### src/rtl/btn_event_fsm.sv
// -----------------------------------------------------------------------------
// btn_event_fsm
// Classifies a debounced button level into one-cycle event pulses: press,
// release, single click, double click and long press. A local prescaler
// produces a tick every TICK_DIV clocks. An interval counter counts ticks
// since the last state change, so every timeout is measured from state entry.
//
// Ports
//   clk          in   system clock, rising edge active
//   rst_n        in   asynchronous active-low reset
//   db           in   debounced button level, 1 = pressed
//   press_p      out  one-cycle pulse on each accepted press
//   release_p    out  one-cycle pulse on each release
//   click_p      out  one-cycle pulse for a single short click
//   dbl_click_p  out  one-cycle pulse for a double click
//   long_p       out  one-cycle pulse when the long-press threshold is reached
//   held         out  level, 1 while in LONG_HOLD
// -----------------------------------------------------------------------------
module btn_event_fsm #(
    parameter int unsigned TICK_DIV   = 50000,
    parameter int unsigned LONG_TICKS = 1000,
    parameter int unsigned DBL_TICKS  = 250,
    parameter int unsigned CNT_W      = 16
) (
    input  logic clk,
    input  logic rst_n,
    input  logic db,
    output logic press_p,
    output logic release_p,
    output logic click_p,
    output logic dbl_click_p,
    output logic long_p,
    output logic held
);

    typedef enum logic [2:0] {
        ST_IDLE      = 3'd0,
        ST_PRESS1    = 3'd1,
        ST_WAIT2     = 3'd2,
        ST_PRESS2    = 3'd3,
        ST_LONG_HOLD = 3'd4
    } state_t;

    localparam logic [CNT_W-1:0] TICK_LAST = CNT_W'(TICK_DIV - 1);
    localparam logic [CNT_W-1:0] LONG_LAST = CNT_W'(LONG_TICKS - 1);
    localparam logic [CNT_W-1:0] DBL_LAST  = CNT_W'(DBL_TICKS - 1);
    localparam logic [CNT_W-1:0] CNT_MAX   = {CNT_W{1'b1}};
    localparam logic [CNT_W-1:0] CNT_ONE   = CNT_W'(1);
    localparam logic [CNT_W-1:0] CNT_ZERO  = CNT_W'(0);

    state_t           state_q, state_d;
    logic             db_q;
    logic [CNT_W-1:0] presc_q, presc_d;
    logic [CNT_W-1:0] cnt_q, cnt_d;
    logic             press_d, release_d, click_d, dbl_d, long_d, held_d;

    logic rise_s, fall_s, tick_s, long_to_s, dbl_to_s, trans_s;

    // Edge, tick and timeout qualifiers derived from the current registers.
    always_comb begin
        rise_s    = db & ~db_q;
        fall_s    = ~db & db_q;
        tick_s    = (presc_q == TICK_LAST);
        // Timeout N lands on the Nth tick after state entry (counter reads N-1).
        long_to_s = tick_s && (cnt_q == LONG_LAST);
        dbl_to_s  = tick_s && (cnt_q == DBL_LAST);
    end

    // Next-state and pulse decode. A db edge always takes priority over a timeout.
    always_comb begin
        state_d   = state_q;
        press_d   = 1'b0;
        release_d = 1'b0;
        click_d   = 1'b0;
        dbl_d     = 1'b0;
        long_d    = 1'b0;
        case (state_q)
            ST_IDLE: begin
                if (rise_s) begin
                    state_d = ST_PRESS1;
                    press_d = 1'b1;
                end else begin
                    state_d = ST_IDLE;
                end
            end
            ST_PRESS1: begin
                if (fall_s) begin
                    state_d   = ST_WAIT2;
                    release_d = 1'b1;
                end else if (long_to_s) begin
                    state_d = ST_LONG_HOLD;
                    long_d  = 1'b1;
                end else begin
                    state_d = ST_PRESS1;
                end
            end
            ST_LONG_HOLD: begin
                if (fall_s) begin
                    state_d   = ST_IDLE;
                    release_d = 1'b1;
                end else begin
                    state_d = ST_LONG_HOLD;
                end
            end
            ST_WAIT2: begin
                if (rise_s) begin
                    state_d = ST_PRESS2;
                    press_d = 1'b1;
                end else if (dbl_to_s) begin
                    state_d = ST_IDLE;
                    click_d = 1'b1;
                end else begin
                    state_d = ST_WAIT2;
                end
            end
            ST_PRESS2: begin
                if (fall_s) begin
                    state_d   = ST_IDLE;
                    release_d = 1'b1;
                    dbl_d     = 1'b1;
                end else if (long_to_s) begin
                    // The pending first click is dropped in favour of the long press.
                    state_d = ST_LONG_HOLD;
                    long_d  = 1'b1;
                end else begin
                    state_d = ST_PRESS2;
                end
            end
            default: begin
                state_d = ST_IDLE;
            end
        endcase
        held_d = (state_d == ST_LONG_HOLD);
    end

    // Prescaler and saturating interval counter, both restarted on any state change.
    always_comb begin
        trans_s = (state_d != state_q);
        if (trans_s) begin
            presc_d = CNT_ZERO;
            cnt_d   = CNT_ZERO;
        end else begin
            presc_d = tick_s ? CNT_ZERO : (presc_q + CNT_ONE);
            if (tick_s && (cnt_q != CNT_MAX)) begin
                cnt_d = cnt_q + CNT_ONE;
            end else begin
                cnt_d = cnt_q;
            end
        end
    end

    // State, counters, edge history and registered outputs.
    // db_q resets high so a button held through reset is not seen as a press.
    always_ff @(posedge clk or negedge rst_n) begin
        if (!rst_n) begin
            state_q     <= ST_IDLE;
            db_q        <= 1'b1;
            presc_q     <= CNT_ZERO;
            cnt_q       <= CNT_ZERO;
            press_p     <= 1'b0;
            release_p   <= 1'b0;
            click_p     <= 1'b0;
            dbl_click_p <= 1'b0;
            long_p      <= 1'b0;
            held        <= 1'b0;
        end else begin
            state_q     <= state_d;
            db_q        <= db;
            presc_q     <= presc_d;
            cnt_q       <= cnt_d;
            press_p     <= press_d;
            release_p   <= release_d;
            click_p     <= click_d;
            dbl_click_p <= dbl_d;
            long_p      <= long_d;
            held        <= held_d;
        end
    end

endmodule

### config.mk
export PLATFORM = sky130hd
export DESIGN_NAME = btn_event_fsm
export DESIGN_NICKNAME = d
export VERILOG_FILES = /design/src/rtl/btn_event_fsm.sv
export SDC_FILE = /design/constraint.sdc
export NUM_CORES = 1
export LEC_CHECK = 0
export CORE_MARGIN = 2
export CORE_UTILIZATION = 54
export CTS_BUF_LIST = sky130_fd_sc_hd__clkbuf_8 sky130_fd_sc_hd__clkbuf_16
export DETAILED_ROUTE_END_ITERATION = 6
export GPL_ROUTABILITY_DRIVEN = 0
export PLACE_DENSITY = 0.8
export SYNTH_ARGS = -nofsm -noshare
export SYNTH_HDL_FRONTEND = slang
export SYNTH_SLANG_ARGS = --single-unit
### constraint.sdc
create_clock -name clk -period 2.1 [get_ports clk]
set_input_delay 0.21 -clock clk [delete_from_list [all_inputs] [get_ports clk]]
set_output_delay 0.21 -clock clk [all_outputs]
set_load 0.01 [all_outputs]
* After elaboration in Yosys (flattened, before gate mapping) *
Cells that the tools add are included.

storage, ports and cells
  word-level logic and storage cells = 58
  output and inout bits = 6
  flip-flop bits (word level) = 42
  input port bits = 3

operators by class
  bitwise operators = 4
  reductions and logical operators = 8
  equality and inequality tests = 10
  muxes and demuxes = 24
  add/subtract/negate cells = 2

operator list
  cell                     count
  $mux W16                 4
  $add A16 B1 Y16 const B  2
  $eq A16 B10 Y1 const B   1
  $eq A16 B16 Y1 const B   1
  $eq A16 B8 Y1 const B    1
  $ne A16 B16 Y1 const B   1
  $mux W3                  5
  $pmux W3 S5              1
  $mux W1                  12
  $eq A3 B2 Y1 const B     2
  $eq A3 B3 Y1 const B     2
  $mux W2                  2
  $reduce_or A2 Y1         2
  $eq A3 B1 Y1 const B     1
  $logic_and A1 B1 Y1      3
  $logic_not A3 Y1         1
  $ne A3 B3 Y1             1
  $reduce_or A3 Y1         1
  $and A1 B1 Y1            2
  $not A1 Y1               2
  $reduce_bool A2 Y1       1

* Longest topological paths before layout *
Gate-level depths: netlist of run 1.

  depth in word-level cells = 7
  mapped depth = 8

* Worst setup path before layout of run 1 *
OpenSTA, ideal clock, no wires.

  kind = register to register
  from = register cnt_q[1]
  to = register cnt_q[2]
  data required time = 1.981 ns
  slack = 0.164 ns
  stages on the path, launching flop included = 9
  arrival time = 1.817 ns
  clock period less this slack = 1.936 ns
  cells stage by stage = dfrtp_1 > inv_1 > ha_1 > or3b_1 > nor4b_1 > nor2_1 > nor3_4 > buf_6 > nor2_1

between the ends
  cells in the longest elaborated chain, start to end = 7
  elaborated cells on any way between the ends = 18
  classes of those cells = add/sub (1); eq/ne (4); mux (9); reduce/logical (4)

RTL lines
  what                                             line    text
  start: declaration                               54      logic [CNT_W-1:0] cnt_q, cnt_d;
  start signal: assignment                         170     cnt_q <= cnt_d;
  $eq A16 B10 Y1 or $eq A16 B8 Y1 (tied branches)  65, 66
  $logic_and A1 B1 Y1, on equally long branches    65, 66
  $mux W3, or another cell as far along            121     end else if (long_to_s) begin
  $mux W3, or another cell as far along            117     if (fall_s) begin
  $pmux W3 S5                                      77      case (state_q)
  $ne A3 B3 Y1                                     138     trans_s = (state_d != state_q);
  $mux W16 or $reduce_bool A2 Y1 (tied branches)   --

Several ways; a longest one is shown, not always the timed one. The select of a mux whose other input is x is not followed.
A chain may end at the register's enable or synchronous reset.

* Final worst setup path of run 1 *
  from = register cnt_q[1]
  to = register presc_q[12]

between the ends
  cells in the longest elaborated chain, start to end = 7
  elaborated cells on any way between the ends = 13
  classes of those cells = eq/ne (3); mux (8); reduce/logical (2)

RTL lines
  what                                             line    text
  $eq A16 B10 Y1 or $eq A16 B8 Y1 (tied branches)  65, 66
  $logic_and A1 B1 Y1, on equally long branches    65, 66
  $mux W3, or another cell as far along            121
  $mux W3, or another cell as far along            117
  $pmux W3 S5 *                                    77
  $ne A3 B3 Y1 *                                   138
  $mux W16 *                                       139     if (trans_s) begin
  net presc_d[12]                                  53      logic [CNT_W-1:0] presc_q, presc_d;
  end signal: assignment                           169     presc_q <= presc_d;
  end: declaration                                 53

Mark *: on every way through the listed nets, which the timed path passes. The rest lies on a longest branch.

==> results of run 1 <==
==> power groups by stage <==
stage	registers, mW	clock network (mW)	logic [mW]
2_1_floorplan	0.904	0	0.204
3_3_place_gp	0.910	0	0.288
3_5_place_dp	0.913	0	0.294
4_1_cts	0.896	0.542	0.297
5_1_grt	0.902	0.573	0.328
6_report	0.896	0.529	0.298
==> kinds of logic (layout without fill, tap and decap cells) <==
logic type | Yosys count | in the layout | share of synthesized area [%]
AO/OA/AOI/OAI | 8 | 8 | 2.65
adder cells (fa/ha/maj) | 3 | 3 | 1.69
buffers and inverters | 8 | 31 | 2.20
AND/OR/NAND/NOR | 131 | 131 | 34.6
flip-flops | 42 | 42 | 47.4
XOR/XNOR | 29 | 29 | 11.4
==> what timing repair did <==
| action | CTS | global route |
|---|---|---|
| hold buffers | 1 | 0 |
| endpoints found under the setup margin | 0 | 24 |
| buffers inserted | 0 | 1 |
| hold endpoints to repair | 41 | 0 |
| gates resized for setup | 0 | 3 |
==> Yosys cell counts (3+ instances only) <==
| library cell | count |
|---|---|
| sky130_fd_sc_hd__and3_1 | 8 |
| sky130_fd_sc_hd__and4_1 | 3 |
| sky130_fd_sc_hd__buf_2 | 3 |
| sky130_fd_sc_hd__dfrtp_1 | 41 |
| sky130_fd_sc_hd__ha_1 | 3 |
| sky130_fd_sc_hd__nand2_1 | 13 |
| sky130_fd_sc_hd__nand3_1 | 14 |
| sky130_fd_sc_hd__nand3b_1 | 3 |
| sky130_fd_sc_hd__nand4_1 | 9 |
| sky130_fd_sc_hd__nor2_1 | 41 |
| sky130_fd_sc_hd__nor2b_1 | 3 |
| sky130_fd_sc_hd__nor3_1 | 6 |
| sky130_fd_sc_hd__nor4_1 | 10 |
| sky130_fd_sc_hd__nor4b_1 | 4 |
| sky130_fd_sc_hd__xnor2_1 | 21 |
| sky130_fd_sc_hd__xor2_1 | 8 |
==> metrics by stage <==
stage / cells / setup WS, ns / util (%)
finish: 294 / 0.166 / 64.5
global placement: 284 / 0.134 / 61.1
detailed placement: 284 / 0.0817 / 61.1
global route: 294 / 0.0191 / 64.5
floorplan: 221 / 0.164 / -
CTS: 293 / 0.0515 / 63.7
==> state kept, by name, indices dropped and copies added (netlist names) <==
name,count
dbl_click_p,1
cnt_q,16
held,1
db_q,1
click_p,1
state_q,3
long_p,1
press_p,1
release_p,1
presc_q,16
==> layout make-up <==
class	count	area, um^2
Sequential cell	42	1050
Fill cell	306	1410
Timing Repair Buffer	22	220
Inverter	1	3.75
Tap cell	50	62.6
Clock buffer	6	82.6
Clock inverter	2	8.76
Multi-Input combinational cell	171	1130
==> path summary, 6_finish.rpt <==
check / from / end / slack (ns) / depth (start not counted)
min in group clk: db / db_q$_DFF_PN1_ / 0.40 / 1
setup reg to reg: cnt_q[1]$_DFFE_PN0P_ / presc_q[12]$_DFF_PN0_ / 0.17 / 8
hold / removal: rst_n / presc_q[9]$_DFF_PN0_ / 0.40 / 3
setup / recovery: cnt_q[1]$_DFFE_PN0P_ / presc_q[12]$_DFF_PN0_ / 0.17 / 8
max in group asynchronous: rst_n / db_q$_DFF_PN1_ / 1.43 / 3
hold reg to reg: presc_q[0]$_DFF_PN0_ / presc_q[0]$_DFF_PN0_ / 0.49 / 1
==> critical path: stages, from the launching register on <==
cell	delay (ns)
sky130_fd_sc_hd__dfrtp_1	0.35
sky130_fd_sc_hd__buf_4	0.13
sky130_fd_sc_hd__ha_1	0.23
sky130_fd_sc_hd__nand2_1	0.12
sky130_fd_sc_hd__nor4_2	0.36
sky130_fd_sc_hd__o21ai_1	0.18
sky130_fd_sc_hd__nor3_4	0.20
sky130_fd_sc_hd__buf_4	0.19
sky130_fd_sc_hd__nor2_1	0.05
==> layer usage <==
metal	track usage [%]	wire length, um
met3	5.43	154
met4	9.75	82
met1	28.3	2060
met5	0	0
met2	31.4	1960
==> metrics list, run 1 <==
* Cell Area, Placed: 0.00243 mm^2
- The HPWL after detailed placement is 2.98 mm.
- The analysis attributes to net switching a power of 0.485 mW.
- Standby leakage power: 1.09 nW
- The routed layout has 1690 vias.
* Actual transition at the worst max-transition pin: 0.501 ns
- Summed over all failing endpoints, the final setup total negative slack is 0 ns.
- Max-slew violation total from the final report: 0
* Worst setup EP type: flip-flop
- Of the available clock period, the critical path in the final layout requires 92.1%.
- DRC viols: 0
* Diodes inserted: 0
- Setup repair after global routing left no endpoint under its margin.
* Yosys top cell area share: 46.2%
* Total of endpoints with negative setup slack in the final report: 0
* Fraction of layout instances using a drive strength above 1: 14.3%
- Clock Pin Slew Worst Setup and Hold Paths: 0.08 ns
* Chip Width: 68.1 um
- The number of antenna violations at the first check in global routing came to 0.
- Max-cap violations in this run came to 0.
- Synth Register Bits: 42
* Global-route wire length before repair: 7.16 mm
- Pin count of the biggest net entering global routing: 43
- Hold violation total from the final report: 0
- The die covers 0.00464 mm^2.
- Number of buffers created by CTS: 5
* Post-route minimum period: 1.93 ns
- Netlist area before placement: 0.00222 mm^2
* Clk sink count: 42
- Summed over all layers, the global routing overflow is 0.
- In this run switching power makes up 28.1% of total power.
* Worst setup path class: reg -> reg
* Vertical die dimension: 68.1 um
* IR drop worst, VDD: 329 uV
- Logic gate share of total power: 17.3%
- The library cells used most frequently in the layout, excluding fill and tap cells, are sky130_fd_sc_hd__nor2_1 (41), sky130_fd_sc_hd__dfrtp_1 (41), sky130_fd_sc_hd__xnor2_1 (21).
- Clock insertion delay at the later pin of the skew report: 0.30 ns
* Overall power: 1.72 mW
- Buffers placed on the I/O ports in this run total 8.
* Count of flip-flops with a built-in enable after synthesis: 0
- In the final design database the tool counted 249 nets.
- The pre-antenna-repair detailed-routing pass consisted of 4 iterations.
- Maximum clock frequency: 0.517 GHz
- Yosys printed 0 warnings.
* Initial drt markers: 116
- Counting along the longest clock path gives a buffer depth of 2.
- Cell area power density: 673 mW/mm^2
* Total routing usage reported by global routing: 21.0%
* Ports: 9
- Vias per inst: 5.75
- Starting density of the core: 55.9%
* ANT nets after route: 0
* Clock Skews: 0.0121 ns
* Worst relative slew slack: 66.3%
* Maximum fanout along the worst path: 7
* Data required, critical path: 2.28 ns
- After routing the design area is 0.00256 mm^2.
* Clock group share of total power: 30.7%
- Hold crit path type: in -> async
* Sequential element share of the synthesized area: 47.4%
- Core ar.: 0.00397 mm^2
* Total detailed-routing wirelength: 4.26 mm
- By area the synthesized netlist is led by sky130_fd_sc_hd__dfrtp_1 (46%), sky130_fd_sc_hd__xnor2_1 (8.3%), sky130_fd_sc_hd__nor2_1 (6.9%).
- Crit path DAT: 2.11 ns
- After detailed routing, the average wire length per cell comes to 14.5 um.
- P_int: 1.24 mW
* Cell variety after synth: 41
- Top FF cell, synth: sky130_fd_sc_hd__dfrtp_1
* Post-synthesis async set-or-reset flop share: 100%
- The number of nets in the synthesized netlist is 227.
- The floorplan has 23 rows.
* Result of the run: finished, final reports clean
- The tree is rooted in a sky130_fd_sc_hd__clkbuf_8.
- CP startpoint kind: flip-flop
* Post-Synthesis Mean Instance Area: 10.0 um^2
* Register share of total power: 52.0%
* Number of H-tree levels: 2
- The area growth from synthesis to layout is 15.4%.
* CTS tree: built
- Hold timing on the final database bottoms out at a slack of 0.400 ns.
* Post-Synthesis Cells: 221
- The via count of the first global-routing pass came to 1630.
* Top cell type by total area after synthesis: sky130_fd_sc_hd__dfrtp_1
(Power assumes the default switching activity.)
==> run 2: changes to the inputs <==
--- a/config.mk
+++ b/config.mk
@@ -13,2 +13,3 @@
 export PLACE_DENSITY = 0.8
+export SETUP_SLACK_MARGIN = 0.3
 export SYNTH_ARGS = -nofsm -noshare
==> constraint.sdc (replaced) <==
create_clock -name clk -period 2.1 [get_ports clk]
set_input_delay 0.42 -clock clk [delete_from_list [all_inputs] [get_ports clk]]
set_output_delay 0.42 -clock clk [all_outputs]
set_load 0.01 [all_outputs]
==> run 2 against run 1 <==
  * Clock power decreased by 7.4%
  * Via count rose by 3.8%
  * Non-clock buffer count is 1 lower
  * Fmax is 2.2% higher
  * First-iteration DRC count grew 8.6%
  * Core utilization up 0.76 points
  * Sequential share of layout area shrank 0.43 points
  * Final area rose by 1.2%
==> metrics list, run 2 (synthesis gave the netlist of run 1 again) <==
* Result of the run: finished, final reports clean
- Timing analysis after detailed placement gives a worst setup slack of -0.0173 ns.
- Flop2flop setup slack: 0.21 ns
- In this run, placement finished with an instance count of 281.
- Per report_power, the combinational group accounts for 18.0% of the total.
- Cell internal power was estimated by the tool at 1.21 mW.
* Clock Pin Slew Worst Setup and Hold Paths: 0.08 ns
- In this run the critical register-to-register path is launched from cnt_q[11]$_DFFE_PN0P_.
* 1st-pass router iterations: 4
* Overall via count from detail_route: 1754
* Overall power: 1.69 mW
* Diodes inserted: 0
* Total detailed-routing wirelength: 4.39 mm
- Global routing used 21.3% of the available tracks.
- The critical path is of the reg -> reg type.
* Cell area power density: 652 mW/mm^2
- Using the TritonRoute via totals, the vias-per-cell ratio works out to 5.99.
- Worst relative slew slack: 66.4%
* Maximum clock frequency: 0.529 GHz
- Max-Cap Viols: 0
- Initial drt markers: 126
- The finished layout holds 293 standard cells, fillers aside.
- DRC viols: 0
* Total of endpoints with negative setup slack in the final report: 0
- Area added between synthesis and finish: 16.7%
- Data required, critical path: 2.26 ns
* Vertical die dimension: 68.1 um
- RR Endpoint: cnt_q[1]$_DFFE_PN0P_
* FF-to-FF path depth: 6
- The most critical setup path has its startpoint at cnt_q[11]$_DFFE_PN0P_.
- Worst Setup Slack, final: 0.208 ns
- Highest-count cells in the layout ignoring fill and taps: sky130_fd_sc_hd__nor2_1 (40), sky130_fd_sc_hd__dfrtp_1 (40), sky130_fd_sc_hd__xnor2_1 (21)
- Global-route wire length before repair: 7.30 mm
- Share of the cycle needed by the critical path after routing: 90.1%
* Switching share of power: 28.5%
- RSZ-0062 raised after global routing: yes
* Hold violation total from the final report: 0
- Ports: 9
- The worst-case IR drop observed on VDD is 375 uV.
- Number of H-tree levels: 2
* Hold crit path type: in -> async
- The initial utilization of the core area, before any placement, comes to 55.9%.
- Final design utilization: 65.2%
* GR Overflow Total: 0
* Max-slew violation total from the final report: 0
- In the final design database the tool counted 248 nets.
* Fin Hold WS: 0.175 ns
- In this run, the clock network consumes 29.0% of the power.
* Number of placement rows: 23
- STA classifies the critical path endpoint as a flip-flop.
- Largest registers: cnt_q (16), presc_q (16), state_q (3)
- Actual transition at the worst max-transition pin: 0.504 ns
- For the worst setup path, the data arrival time is 2.06 ns.
- I/O Buffers: 8
* Fraction of layout instances using a drive strength above 1: 17.7%
* Pin count of the biggest net entering global routing: 43
- The clock passes through at most 2 buffers.
* Register share of total power: 53.0%
- Drt wl/cell: 15.0 um
- Clock insertion delay at the later pin of the skew report: 0.29 ns
- Clock Skews: 0.0106 ns
* Standby leakage power: 1.11 nW
- Buffers inserted during clock tree synthesis total 5.
* Overall die area: 0.00464 mm^2
- Clock tree synthesis selected as its root buffer the cell sky130_fd_sc_hd__clkbuf_8.
* CP startpoint kind: flip-flop
* Chip Width: 68.1 um
* Total net switching power: 0.482 mW
- Counting every sink on the clock net gives 42.
- Antenna violations before repair: 0
- TritonCTS built the clock tree.
- After layout, the minimum clock period comes to 1.89 ns.
- The via count of the first global-routing pass is 1610.
- Sum of net half-perimeters after detailed placement: 2.95 mm
- Maximum fanout along the worst path: 20
- ANT nets after route: 0
* Core ar.: 0.00397 mm^2
==> run 2: changes by cell type in the layout (fill, tap and decap cells not counted), sizes merged <==
cell | before | now
clkbuf | 6 | 5
clkinv | 1 | 2
dlygate4sd3 | 1 | 0
==> run 2: worst max-delay path: stages, from the launching register on <==
cell and delay (ns):
sky130_fd_sc_hd__dfrtp_1 0.39, sky130_fd_sc_hd__or4_4 0.56, sky130_fd_sc_hd__nor3_4 0.18, sky130_fd_sc_hd__a22oi_2 0.13, sky130_fd_sc_hd__nor3_4 0.26, sky130_fd_sc_hd__buf_12 0.19
sky130_fd_sc_hd__a211oi_1 0.05
==> run 2: area by class of cell <==
| class | count | area, um^2 |
|---|---|---|
| Fill cell | 304 | 1380 |
| Multi-Input combinational cell | 171 | 1200 |
| Sequential cell | 42 | 1050 |
| Timing Repair Buffer | 21 | 189 |
| Clock buffer | 5 | 68.8 |
| Tap cell | 50 | 62.6 |
| Clock inverter | 3 | 13.8 |
| Inverter | 1 | 3.75 |
==> run 2: layer usage <==
layer	up-vias	track usage (%)	wire length, um
li1	831	-	-
met1	861	27.5	1900
met2	54	34.0	2220
met3	8	5.43	197
met4	0	9.00	71
met5	-	0	0
==> run 2: power by group through the flow <==
stage	clock network (mW)	logic, mW	registers (mW)
6_report	0.490	0.304	0.897
5_1_grt	0.545	0.334	0.904
4_1_cts	0.504	0.304	0.895
3_5_place_dp	0	0.297	0.912
3_3_place_gp	0	0.286	0.910
2_1_floorplan	0	0.204	0.904
==> run 2: timing repair <==
action / CTS / global route
setup buffers: 3 / 1
pin swaps: 1 / 2
hold buffers: 0 / 0
gates resized for setup: 11 / 4
endpoints found under the setup margin: 23 / 24
==> run 2: worst max path at each step <==
stage | end | slack (ns)
6_report | cnt_q[1]$_DFFE_PN0P_ | 0.21
5_1_grt | cnt_q[1]$_DFFE_PN0P_ | 0.11
4_1_cts | cnt_q[1]$_DFFE_PN0P_ | 0.19
3_5_place_dp | cnt_q[1]$_DFFE_PN0P_ | -0.02
3_3_place_gp | cnt_q[1]$_DFFE_PN0P_ | 0.07
2_1_floorplan | cnt_q[15]$_DFFE_PN0P_ | 0.26
==> run 2: per-stage QoR <==
step	cell area, um^2	TNS [ns]
after detailed placement	2400	-0.0173
final	2590	0
after CTS	2560	0
after global routing	2590	0
after floorplan	2230	0
after global placement	2400	0
==> run 3: changes to the inputs <==
Settings changed: CORE_UTILIZATION 54 to 56, DONT_BUFFER_PORTS from default to 1, PLACE_DENSITY 0.8 to 0.79.
==> run 3 against run 2 <==
  * Final area shrank 1.7%
  * Largest cell class unchanged
  * Critical endpoint is now presc_q[13]$_DFF_PN0_
  * Clock skew grew 0.0023 ns
  * Sequential power grew 0.7%
  * Largest power group unchanged
  * Clock power is essentially flat
  * Flip-flop and latch count is the same
  * Combinational power grew 3%
  * Fmax shrank 2.0%
==> metrics list, run 3 (synthesis gave the netlist of run 1 again) <==
* Most common cell on crit path: sky130_fd_sc_hd__nor2_2
* Antenna violations before repair: 0
- Core ar.: 0.00374 mm^2
- The H-tree generated during clock tree synthesis spans 2 levels.
- IR drop worst, VDD: 389 uV
- Share of the cycle needed by the critical path after routing: 91.9%
- Fraction of layout instances using a drive strength above 1: 21.2%
- After filler insertion, the fill cell instance count of the layout stands at 265.
- Actual transition at the worst max-transition pin: 0.533 ns
- Measured along the x axis, the die boundary spans 67.0 um.
- Maximum single-stage delay on the critical path: 0.41 ns
- Data required, critical path: 2.27 ns
* Initial drt markers: 200
* Result of the run: finished, final reports clean
- The via count of the first global-routing pass came to 1560.
- Cell area power density: 670 mW/mm^2
- Vertical die dimension: 67.0 um
- DRC viols: 0
- The first global-routing pass estimated 7.36 mm of wire.
* Cell at the slowest stage of the critical path: sky130_fd_sc_hd__dfrtp_1
- ANT nets after route: 0
- Clock group share of total power: 28.7%
* Switching share of power: 29.4%
* Total detailed-routing wirelength: 4.33 mm
- Maximum clock frequency: 0.518 GHz
* Largest registers: cnt_q (16), presc_q (16), state_q (3)
- Excluding fillers, the count of instances in the completed layout stands at 284.
- Entering global routing, the biggest net connects 43 pins.
- Logic gate share of total power: 18.4%
* Worst relative slew slack: 64.2%
* Post-route minimum period: 1.93 ns
- Setup violations remaining at the end of the flow were counted as 0.
* Most frequent standard cell in the layout excluding fill and tap cells: sky130_fd_sc_hd__dfrtp_1
- The internal portion of the total power is 1.20 mW.
- Hold crit path type: in -> reg
* Setup TNS Final: 0 ns
- Overall via count from detail_route: 1653
- Along the worst path, the maximum fanout reaches 7.
- Area added between synthesis and finish: 14.8%
* I/O Buffers: 0
- Cell-by-cell trace of the critical path: inv_1 -> ha_1 -> or3b_4 -> nor4b_4 -> nor2_2 -> nor3_4 -> buf_6 -> nor2_2
- Total Nets Final: 241
- Overall die area: 0.00448 mm^2
- The clock passes through at most 2 buffers.
- The final-report max-slew violation count is 0.
* CTS tree: built
- Across the routed clock network, the largest skew measured is 0.0129 ns.
- Diodes inserted: 0
- Leaving out fill and tap cells, the most frequent cells in the layout are sky130_fd_sc_hd__dfrtp_1 (40), sky130_fd_sc_hd__nor2_1 (34), sky130_fd_sc_hd__xnor2_1 (21).
* Number of placement rows: 22
- The root buffer cell chosen for the clock tree is sky130_fd_sc_hd__clkbuf_8.
- Starting density of the core: 59.3%
* Placed Cells incl. Taps: 269
- The critical path is of the reg -> reg type.
- At the later pin of the worst-skew pair, clock insertion delay measures 0.30 ns.
- Max-Cap Viols: 0
- Using the TritonRoute via totals, the vias-per-cell ratio works out to 5.82.
* Clock Pin Slew Worst Setup and Hold Paths: 0.08 ns
- Detailed placement ended at an HPWL of 2.92 mm.
* Drt wl/cell: 15.3 um
* Ports: 9
- For this design, the sink count on the clock tree is 42.
- Register share of total power: 52.9%
- Total net switching power: 0.502 mW
* Number of buffers created by CTS: 5
- Total routing usage reported by global routing: 22.0%
- Standby leakage power: 1.09 nW
- The first TritonRoute pass finished after 4 iterations.
* RSZ-0062 raised after global routing: yes
- The total overflow left after global routing is 0.
- CP startpoint kind: flip-flop
- STA puts the critical path data arrival time at 2.10 ns.
- Hold violation total from the final report: 0
- The worst setup path is captured at a flip-flop.
## run 3: routing by layer
metal  share of wire (%)  track usage (%)
met1                  48             30.1
met2                  46             33.6
met3                 4.8             4.05
met4                 1.5             10.2
met5                   0                0
## run 3: final cells by class
class	instances	area, um^2	share of cell area (%)
Inverter	1	3.75	0.147
Clock buffer	5	68.8	2.70
Tap cell	48	60.1	2.36
Timing Repair Buffer	14	131	5.16
Sequential cell	42	1050	41.4
Clock inverter	3	13.8	0.540
Multi-Input combinational cell	171	1220	47.7
## run 3: final timing paths
path	from	end	slack [ns]	cells after the start
min reg2reg	presc_q[0]$_DFF_PN0_	presc_q[0]$_DFF_PN0_	0.48	1
max reg2reg	cnt_q[1]$_DFFE_PN0P_	presc_q[13]$_DFF_PN0_	0.17	8
max	cnt_q[1]$_DFFE_PN0P_	presc_q[13]$_DFF_PN0_	0.17	8
min in group asynchronous	rst_n	presc_q[8]$_DFF_PN0_	0.56	2
max in group asynchronous	rst_n	db_q$_DFF_PN1_	1.26	2
min	db	db_q$_DFF_PN1_	0.12	0
## run 3: power by group through the flow
stage          clock network [mW]  registers [mW]  logic (mW)
2_1_floorplan                   0           0.904       0.204
3_3_place_gp                    0           0.913       0.233
3_5_place_dp                    0           0.918       0.236
4_1_cts                     0.508           0.902       0.295
5_1_grt                     0.539           0.911       0.343
6_report                    0.490           0.903       0.314
## run 3: timing repair
action                                  CTS  global route
endpoints found under the hold margin    42             0
setup buffers                             3             1
hold buffers                              2             0
pin swaps                                 2             1
gates resized for setup                  12            13
cloned                                    1             0
endpoints found under the setup margin   23            25
## run 3: metrics by stage
step / hold WS [ns] / util [%] / power (mW) / instance area, um^2 / setup WS [ns]
floorplan: 0.124 / - / 1.11 / 2230 / 0.259
global placement: 0.126 / 61.4 / 1.15 / 2300 / 0.223
detailed placement: 0.126 / 61.4 / 1.15 / 2300 / 0.147
CTS: 0.113 / 66.4 / 1.70 / 2490 / 0.190
global route: 0.106 / 68.0 / 1.79 / 2550 / 0.0938
finish: 0.122 / 68.0 / 1.71 / 2550 / 0.169
## run 3: critical path, delay by kind of cell, from the launching register on
family / cells / cell delay [ns]
fa+ha+maj: 1 / 0.13
buf+inv: 2 / 0.24
flops: 1 / 0.41
simple gates: 5 / 1.02
